`src/rtl/fc_pkg.sv`:
```
// Shared constants and state type for the fully-connected dense layer.
// Build option: define FC_RELU_EN to clamp negative neuron results to zero.
package fc_pkg;

  localparam int DATA_W = 20;
  localparam int FRAC_W = 16;
  localparam int ACC_W  = 52;
  localparam int PROD_W = 2 * DATA_W;
  localparam int FA_W   = 12;

  localparam logic [DATA_W-1:0] SAT_MAX = 20'h7FFFF;
  localparam logic [DATA_W-1:0] SAT_MIN = 20'h80000;

  typedef enum logic [2:0] {
    IDLE,
    BIAS,
    MAC,
    DRAIN,
    ROUND,
    WRITE,
    FIN
  } fc_state_t;

endpackage

```
`src/rtl/fc_mac_pipe.sv`:
```
// Multiply-accumulate datapath: one registered signed product stage followed
// by the accumulator. The accumulator is seeded with the bias (scaled to the
// product's fixed-point position) and then sums every valid product.
module fc_mac_pipe
  import fc_pkg::*;
(
  input  logic              clk,
  input  logic              reset,
  input  logic              clear,
  input  logic              load_bias,
  input  logic [DATA_W-1:0] bias,
  input  logic              mac_en,
  input  logic [DATA_W-1:0] a,
  input  logic [DATA_W-1:0] b,
  output logic [ACC_W-1:0]  acc
);

  logic signed [PROD_W-1:0] prod_reg;
  logic                     prod_v_reg;
  logic        [ACC_W-1:0]  acc_reg;
  logic        [ACC_W-1:0]  bias_ext;
  logic        [ACC_W-1:0]  prod_ext;

  // Bias is Q4.16; products are Q8.32, so shift the bias up by FRAC_W.
  assign bias_ext = {{(ACC_W-DATA_W-FRAC_W){bias[DATA_W-1]}}, bias, {FRAC_W{1'b0}}};
  assign prod_ext = {{(ACC_W-PROD_W){prod_reg[PROD_W-1]}}, prod_reg};
  assign acc      = acc_reg;

  // Product register and accumulator; bias load takes priority over accumulation.
  always_ff @(posedge clk or posedge reset) begin
    if (reset) begin
      prod_reg   <= '0;
      prod_v_reg <= 1'b0;
      acc_reg    <= '0;
    end else if (clear) begin
      prod_reg   <= '0;
      prod_v_reg <= 1'b0;
      acc_reg    <= '0;
    end else begin
      prod_v_reg <= mac_en;
      if (mac_en)
        prod_reg <= $signed(a) * $signed(b);
      if (load_bias)
        acc_reg <= bias_ext;
      else if (prod_v_reg)
        acc_reg <= acc_reg + prod_ext;
    end
  end

endmodule

```
`src/rtl/fc_dense_layer.sv`:
```
// Fully-connected layer: for each neuron n, seeds the accumulator with
// bias[n], streams N_IN feature/weight pairs through the MAC pipe, then
// rounds (half up) and saturates to Q4.16 and writes the result.
// Build option: define FC_RELU_EN to clamp negative results to zero;
// otherwise signed logits are written unchanged.
module fc_dense_layer
  import fc_pkg::*;
#(
  parameter int N_IN  = 2048,
  parameter int N_OUT = 10,
  parameter int WA    = $clog2(N_IN * N_OUT),
  parameter int OA    = (N_OUT > 1) ? $clog2(N_OUT) : 1
) (
  input  logic              clk,
  input  logic              reset,
  input  logic              start,
  output logic              busy,
  output logic              done,
  output logic              fm_rd,
  output logic [FA_W-1:0]   fm_addr,
  input  logic [DATA_W-1:0] fm_rdata,
  output logic              w_rd,
  output logic [WA-1:0]     w_addr,
  input  logic [DATA_W-1:0] w_rdata,
  output logic [OA-1:0]     b_addr,
  input  logic [DATA_W-1:0] b_rdata,
  output logic              o_wr,
  output logic [OA-1:0]     o_addr,
  output logic [DATA_W-1:0] o_wdata
);

  localparam int R_W = ACC_W - FRAC_W;
  localparam logic [FA_W-1:0]  I_LAST = FA_W'(N_IN - 1);
  localparam logic [OA-1:0]    N_LAST = OA'(N_OUT - 1);
  localparam logic [ACC_W-1:0] HALF   = ACC_W'(64'd1 << (FRAC_W - 1));

  fc_state_t         state_reg, state_next;
  logic [OA-1:0]     n_reg;
  logic [FA_W-1:0]   i_reg;
  logic [WA-1:0]     w_cnt_reg;
  logic              drain_reg;
  logic              bias_ld_reg;
  logic              mac_v_reg;
  logic [DATA_W-1:0] result_reg;

  logic [ACC_W-1:0]        acc;
  logic signed [ACC_W-1:0] rsum;
  logic signed [R_W-1:0]   rshift;
  logic [DATA_W-1:0]       rounded;

  fc_mac_pipe u_mac (
    .clk       (clk),
    .reset     (reset),
    .clear     (state_reg == IDLE),
    .load_bias (bias_ld_reg),
    .bias      (b_rdata),
    .mac_en    (mac_v_reg),
    .a         (fm_rdata),
    .b         (w_rdata),
    .acc       (acc)
  );

  // Round half up, then saturate the integer part to the Q4.16 range.
  always_comb begin
    rsum    = $signed(acc) + $signed(HALF);
    rshift  = R_W'(rsum >>> FRAC_W);
    rounded = rshift[DATA_W-1:0];
    if (!((rshift[R_W-1:DATA_W-1] == '0) || (rshift[R_W-1:DATA_W-1] == '1)))
      rounded = rshift[R_W-1] ? SAT_MIN : SAT_MAX;
`ifdef FC_RELU_EN
    if (rounded[DATA_W-1])
      rounded = '0;
`endif
  end

  // State register.
  always_ff @(posedge clk or posedge reset) begin
    if (reset)
      state_reg <= IDLE;
    else
      state_reg <= state_next;
  end

  // Next-state logic and all outputs decoded from the current state.
  always_comb begin
    state_next = state_reg;
    busy       = 1'b0;
    done       = 1'b0;
    fm_rd      = 1'b0;
    fm_addr    = '0;
    w_rd       = 1'b0;
    w_addr     = '0;
    b_addr     = n_reg;
    o_wr       = 1'b0;
    o_addr     = '0;
    o_wdata    = '0;
    case (state_reg)
      IDLE: begin
        if (start)
          state_next = BIAS;
      end
      BIAS: begin
        busy       = 1'b1;
        state_next = MAC;
      end
      MAC: begin
        busy    = 1'b1;
        fm_rd   = 1'b1;
        w_rd    = 1'b1;
        fm_addr = i_reg;
        w_addr  = w_cnt_reg;
        if (i_reg == I_LAST)
          state_next = DRAIN;
      end
      DRAIN: begin
        busy = 1'b1;
        if (drain_reg)
          state_next = ROUND;
      end
      ROUND: begin
        busy       = 1'b1;
        state_next = WRITE;
      end
      WRITE: begin
        busy       = 1'b1;
        o_wr       = 1'b1;
        o_addr     = n_reg;
        o_wdata    = result_reg;
        state_next = (n_reg == N_LAST) ? FIN : BIAS;
      end
      FIN: begin
        done       = 1'b1;
        state_next = IDLE;
      end
      default: state_next = IDLE;
    endcase
  end

  // Neuron/feature counters, weight address, pipeline valid flags, result.
  always_ff @(posedge clk or posedge reset) begin
    if (reset) begin
      n_reg       <= '0;
      i_reg       <= '0;
      w_cnt_reg   <= '0;
      drain_reg   <= 1'b0;
      bias_ld_reg <= 1'b0;
      mac_v_reg   <= 1'b0;
      result_reg  <= '0;
    end else begin
      bias_ld_reg <= (state_reg == BIAS);
      mac_v_reg   <= (state_reg == MAC);
      case (state_reg)
        IDLE: begin
          if (start) begin
            n_reg     <= '0;
            i_reg     <= '0;
            w_cnt_reg <= '0;
          end
        end
        BIAS: begin
          i_reg     <= '0;
          drain_reg <= 1'b0;
        end
        MAC: begin
          i_reg     <= (i_reg == I_LAST) ? '0 : i_reg + FA_W'(1);
          w_cnt_reg <= w_cnt_reg + WA'(1);
        end
        DRAIN: drain_reg <= ~drain_reg;
        ROUND: result_reg <= rounded;
        WRITE: begin
          if (n_reg != N_LAST)
            n_reg <= n_reg + OA'(1);
        end
        FIN: n_reg <= '0;
        default: ;
      endcase
    end
  end

endmodule
```
`config.mk`:
```
export PLATFORM = sky130hd
export DESIGN_NAME = fc_dense_layer
export DESIGN_NICKNAME = d
export VERILOG_FILES = /design/src/rtl/fc_pkg.sv /design/src/rtl/fc_mac_pipe.sv /design/src/rtl/fc_dense_layer.sv
export SDC_FILE = /design/constraint.sdc
export NUM_CORES = 2
export LEC_CHECK = 0
export BUFFER_PORTS_ARGS = -buffer_cell sky130_fd_sc_hd__buf_2
export CORE_UTILIZATION = 52
export CTS_CLUSTER_SIZE = 20
export DETAILED_ROUTE_END_ITERATION = 16
export PLACE_DENSITY = 0.69
export SLEW_MARGIN = 20
export SYNTH_ARGS = -nofsm -noshare
export SYNTH_HDL_FRONTEND = slang
export SYNTH_HIERARCHICAL = 1
export SYNTH_SLANG_ARGS = --single-unit
```
`constraint.sdc`:
```
create_clock -name clk -period 4.3 [get_ports clk]
set_input_delay 1.29 -clock clk [delete_from_list [all_inputs] [get_ports clk]]
set_output_delay 1.29 -clock clk [all_outputs]
set_load 0.05 [all_outputs]
```
Word-level counts from Yosys, hierarchy flattened
Cells that the tools add are included.
{"block": "classes", "eq_ne": 14, "addsub": 5, "reduce_logical": 14, "n_shift": 0, "n_div": 0, "multipliers": 1, "bitwise": 1, "magnitude_cmp": 0, "n_mux": 30}
{"operator": "52-bit 2-to-1 mux", "count": 3}
{"operator": "40-bit 2-to-1 mux", "count": 2}
{"operator": "20-bit 2-to-1 mux", "count": 3}
{"operator": "52-bit by 17-bit adder with 52-bit output, second input constant", "count": 1}
{"operator": "52-bit adder", "count": 1}
{"operator": "20-bit by 20-bit multiplier with 40-bit output", "count": 1}
{"operator": "12-bit 2-to-1 mux", "count": 3}
{"operator": "12-bit one-hot mux with 3 select lines", "count": 1}
{"operator": "15-bit 2-to-1 mux", "count": 2}
{"operator": "15-bit one-hot mux with 2 select lines", "count": 1}
{"operator": "3-bit one-hot mux with 6 select lines", "count": 1}
{"operator": "17-bit equality test, second input constant", "count": 1}
{"operator": "17-bit zero test", "count": 1}
{"operator": "15-bit by 1-bit adder with 15-bit output, second input constant", "count": 1}
{"operator": "12-bit by 1-bit adder with 12-bit output, second input constant", "count": 1}
{"operator": "12-bit by 11-bit equality test with 1-bit output, second input constant", "count": 1}
{"operator": "3-bit 2-to-1 mux", "count": 4}
{"operator": "4-bit 2-to-1 mux", "count": 3}
{"operator": "4-bit one-hot mux with 3 select lines", "count": 1}
{"operator": "3-bit equality test, second input constant", "count": 3}
{"operator": "3-bit nonzero test", "count": 3}
{"operator": "2-bit != test, second input constant", "count": 4}
{"operator": "3-bit by 2-bit equality test with 1-bit output, second input constant", "count": 2}
{"operator": "3-bit AND reduction", "count": 2}
{"operator": "other kinds (12)", "count": 19}
{"block": "word_totals", "n_memories": 0, "ff_bits": 150, "latch_bits": 0, "ramBits": 0, "rom_bits": 0}

Longest topological paths before layout
{"block": "logic_depth", "depth_word": 4, "depth_mapped": 27}

Modules after synthesis
The synthesis kept the hierarchy.
{"module": "fc_mac_pipe", "seq_area_each_um2": 2327.2, "cells_each": 2414, "area_per_inst_um2": 21753.4, "instances": 1}
{"module": "fc_dense_layer", "seq_area_each_um2": 1426.4, "cells_each": 538, "area_per_inst_um2": 4365.4, "instances": 1}

Least setup slack after synthesis
Ideal clock, no wire load.
{"block": "synth_path", "kind": "in2reg", "from": "input w_rdata[5]", "to": "register u_mac.prod_reg[38]", "t_arrival_ps": 7596, "path_buffers": 1, "path_stages": 24, "setup_ps": 126, "setup_slack_ps": -3423, "path_cell_list": "clkbuf_1 > nand2_1 > fa_1 > inv_1 > fa_1 > inv_1 > fa_1 > inv_1 > fa_1 > fa_1 > fa_1 > inv_1 > fa_1 > inv_1 > ha_1 > and4_1 > and2_1 > and3_1 > a21oi_2 > a21oi_1 > a221oi_2 > o32ai_1 > mux2i_1 > a311o_1"}
{"block": "synth_between", "elab_chain_len": 3}
{"element": "start, declared", "line_no": "fc_dense_layer.sv:24", "text": "input logic [DATA_W-1:0] w_rdata,"}
{"element": "20-bit by 20-bit multiplier with 40-bit output", "line_no": "fc_mac_pipe.sv:42", "text": "prod_reg <= $signed(a) * $signed(b);"}
{"element": "40-bit 2-to-1 mux", "line_no": "fc_mac_pipe.sv:41", "text": "if (mac_en)"}
{"element": "40-bit 2-to-1 mux", "line_no": "fc_mac_pipe.sv:35", "text": "end else if (clear) begin"}
{"element": "end signal, assigned", "line_no": "fc_mac_pipe.sv:42"}
{"element": "end, declared", "line_no": "fc_mac_pipe.sv:18", "text": "logic signed [PROD_W-1:0] prod_reg;"}
Every way passes these cells. The select of a mux whose other input is x is not followed.
A chain may end at the register's enable or synchronous reset.

Worst setup path after layout
{"block": "layout_path", "from": "input fm_rdata[11]", "to": "register u_mac.prod_reg[38]"}
{"block": "layout_between", "elab_chain_len": 3}
{"element": "start, declared", "line_no": "fc_dense_layer.sv:21", "text": "input logic [DATA_W-1:0] fm_rdata,"}
{"element": "20-bit by 20-bit multiplier with 40-bit output", "line_no": "fc_mac_pipe.sv:42"}
{"element": "40-bit 2-to-1 mux", "line_no": "fc_mac_pipe.sv:41"}
{"element": "40-bit 2-to-1 mux", "line_no": "fc_mac_pipe.sv:35"}
Every way passes these cells. The select of a mux whose other input is x is not followed.

==> results.cfg <==
[finish]
largest_reg_flops = 52
syn2layout_area_growth_pct = 20.3
layout-drive-gt1-share_pct = 22.3
fin_nets = 3887

[grt]
grt_pass1_wl_mm = 109
grt_start_max_net_pins = 49
track_usage_pct = 26.6
grt-ovfl-total = 0
antenna_found_initial = 2
grt_pass1_vias = 22200

[sta]
hold_ws_ns = 0.493
hold_viol = 0
finalMaxSlewViolations = 0
min_period_ns = 7.24
setup_violations = 35
rsz0062_at_grt = yes
fin_skew_ns = 0.00855
worst_slack_ns = -2.94
fmax_ghz = 0.138
tightest_slew_ns = 0.973
fin_tns_setup_ns = -80.63
finalCritPeriodShare_pct = 168
slew_headroom_pct = 34.6

[drt]
avgViaCountPerCell = 5.43
antenna_left = 0
drtPass1Iterations = 6
drc_errors = 0
avgRoutedWirePerCell_um = 16.9
vias = 21300
wl_mm = 66.1
drtIter0Drc = 1397

[synth]
ys_warn_count = 6
synth_enable_flop_cells = 0
synthArstFlopShare_pct = 100
netlist_area_um2 = 26100
yosysMostFrequentCell = inv_1
avgSynthCellArea_um2 = 8.85
syn_inst = 2952
ys_types = 95
synthTopCellsByCount = 520 x inv_1, 421 x fa_1, 314 x nand2_1
synth_top_area_share_pct = 32.3
yosys_register_bits = 150
synth.area.top_cells = fa_1 32%, dfrtp_1 14%, ha_1 7.8%
yosysTopAreaCell = fa_1
ys_seq_area_share_pct = 14.4
syn_nets = 3599
synth_ff_type = dfrtp_1

[clocking]
cts-root-buf = clkbuf_16
clock_sinks = 150
cts_max_path_buffers = 2
holdBufCountCts = 0
clk_latency_ns = 0.44
cts_tree = done
cts_max_level = 4
clk_pin_slew_ns = 0.07
cts_made_buffers = 17

[setup_path]
crit_type = input pin to register
start_kind = input pin
end_kind = register
required_ns = 4.62
arrival_ns = 7.56
cp_max_fo = 7
r2r_cells = 11

[min_path]
holdPathStages = 2
hp-class = register to register

[placement]
dp_hpwl_mm = 54.8
port_buffers = 122
gp_congestion = 0.927

[job]
cap_viol_max_count = 0

[floorplanning]
start_util_pct = 53.0
die_w_um = 226
core_area_um2 = 49300
dieArea_um2 = 51100
ios = 123
rows = 81
die_h_um = 226

[status]
failed_checks = negative setup slack
status = finished with violations
kinds of logic (layout without fill, tap and decap cells):
logic type,Yosys count,after routing,synth area share [%]
other cells,0,1,0
buf+inv,663,964,9.67
simple gates,956,956,18.7
xor+xnor,115,115,3.89
compound gates,442,442,11.7
mux,42,42,1.61
fa+ha+maj,584,584,40.1
flops,150,150,14.4
metrics by stage:
stage                     setup slack, ns  utilization (%)  area, um2  instances
after detailed placement            -3.60             59.5      29300       3843
after global routing                -3.13             63.8      31400       3918
final                               -2.94             63.8      31400       3918
after floorplan                     -3.11                -      26800       2952
after CTS                           -2.89             62.8      30900       3904
after global placement              -3.48             59.5      29300       3843
worst max-delay path, cell delays in order:
cell	delay [ns]
buf_12	0.11
buf_12	0.12
buf_6	0.10
and2_4	0.15
fa_1	0.46
fa_1	0.50
inv_2	0.04
fa_1	0.48
inv_1	0.05
fa_1	0.50
fa_1	0.44
fa_1	0.54
inv_2	0.04
fa_1	0.49
inv_2	0.05
ha_4	0.21
and3_4	0.19
nand2_4	0.08
nor2_4	0.04
a2111o_1	0.44
a21oi_2	0.24
a21oi_2	0.10
a221oi_2	0.31
o32ai_2	0.15
mux2i_1	0.14
a311o_1	0.28
cell usage in the layout, fill, tap and decap left out, drive strengths merged, types with 20 or more instances in the layout:
cell type    n
clkbuf      20
xor2        39
dfrtp      150
a21oi      106
o21ai       99
and2       254
a21o        24
o211ai      25
inv        525
a31oi       24
xnor2       76
nand3       50
ha         163
buf        407
nor2       150
a211oi      20
nor3        29
and3        45
nand4       27
nand2      314
mux2i       41
fa         421
per-layer routing:
layer | track usage (%) | vias up | wire (um)
li1 | - | 9989 | -
met1 | 35.4 | 10500 | 29200
met2 | 45.1 | 629 | 32000
met3 | 2.86 | 133 | 3100
met4 | 9.29 | 2 | 1890
met5 | 0 | - | 13
area by class of cell:
| cell class | count | area, um2 |
|---|---|---|
| tap | 664 | 831 |
| fill | 4005 | 17800 |
| timing repair buffer | 409 | 3300 |
| sequential | 150 | 3750 |
| multi-input combinational | 2139 | 21000 |
| antenna | 1 | 2.50 |
| clock buffer | 19 | 453 |
| clock inverter | 13 | 135 |
| inverter | 523 | 1960 |
worst paths after layout:
| path | start | end | slack [ns] |
|---|---|---|---|
| max | fm_rdata[11] | u_mac/prod_reg[38]$_DFFE_PP0P_ | -2.94 |
| min | result_reg[0]$_DFFE_PP0P_ | result_reg[0]$_DFFE_PP0P_ | 0.49 |
| max reg2reg | u_mac/acc[18]$_DFFE_PP0P_ | u_mac/acc[41]$_DFFE_PP0P_ | 0.56 |
| min reg2reg | result_reg[0]$_DFFE_PP0P_ | result_reg[0]$_DFFE_PP0P_ | 0.49 |
| max in group asynchronous | reset | u_mac/prod_reg[26]$_DFFE_PP0P_ | 2.48 |
| min in group asynchronous | reset | drain_reg$_DFFE_PP0P_ | 1.00 |
timing repair:
action,CTS,global route
buffers inserted,34,17
resized for setup,211,75
endpoints found under the setup margin,36,36
gates cloned,2,1
pin swaps,147,77
Power is not shown: default switching activity piles up to over one toggle a cycle in this logic, so the estimate is an artifact.
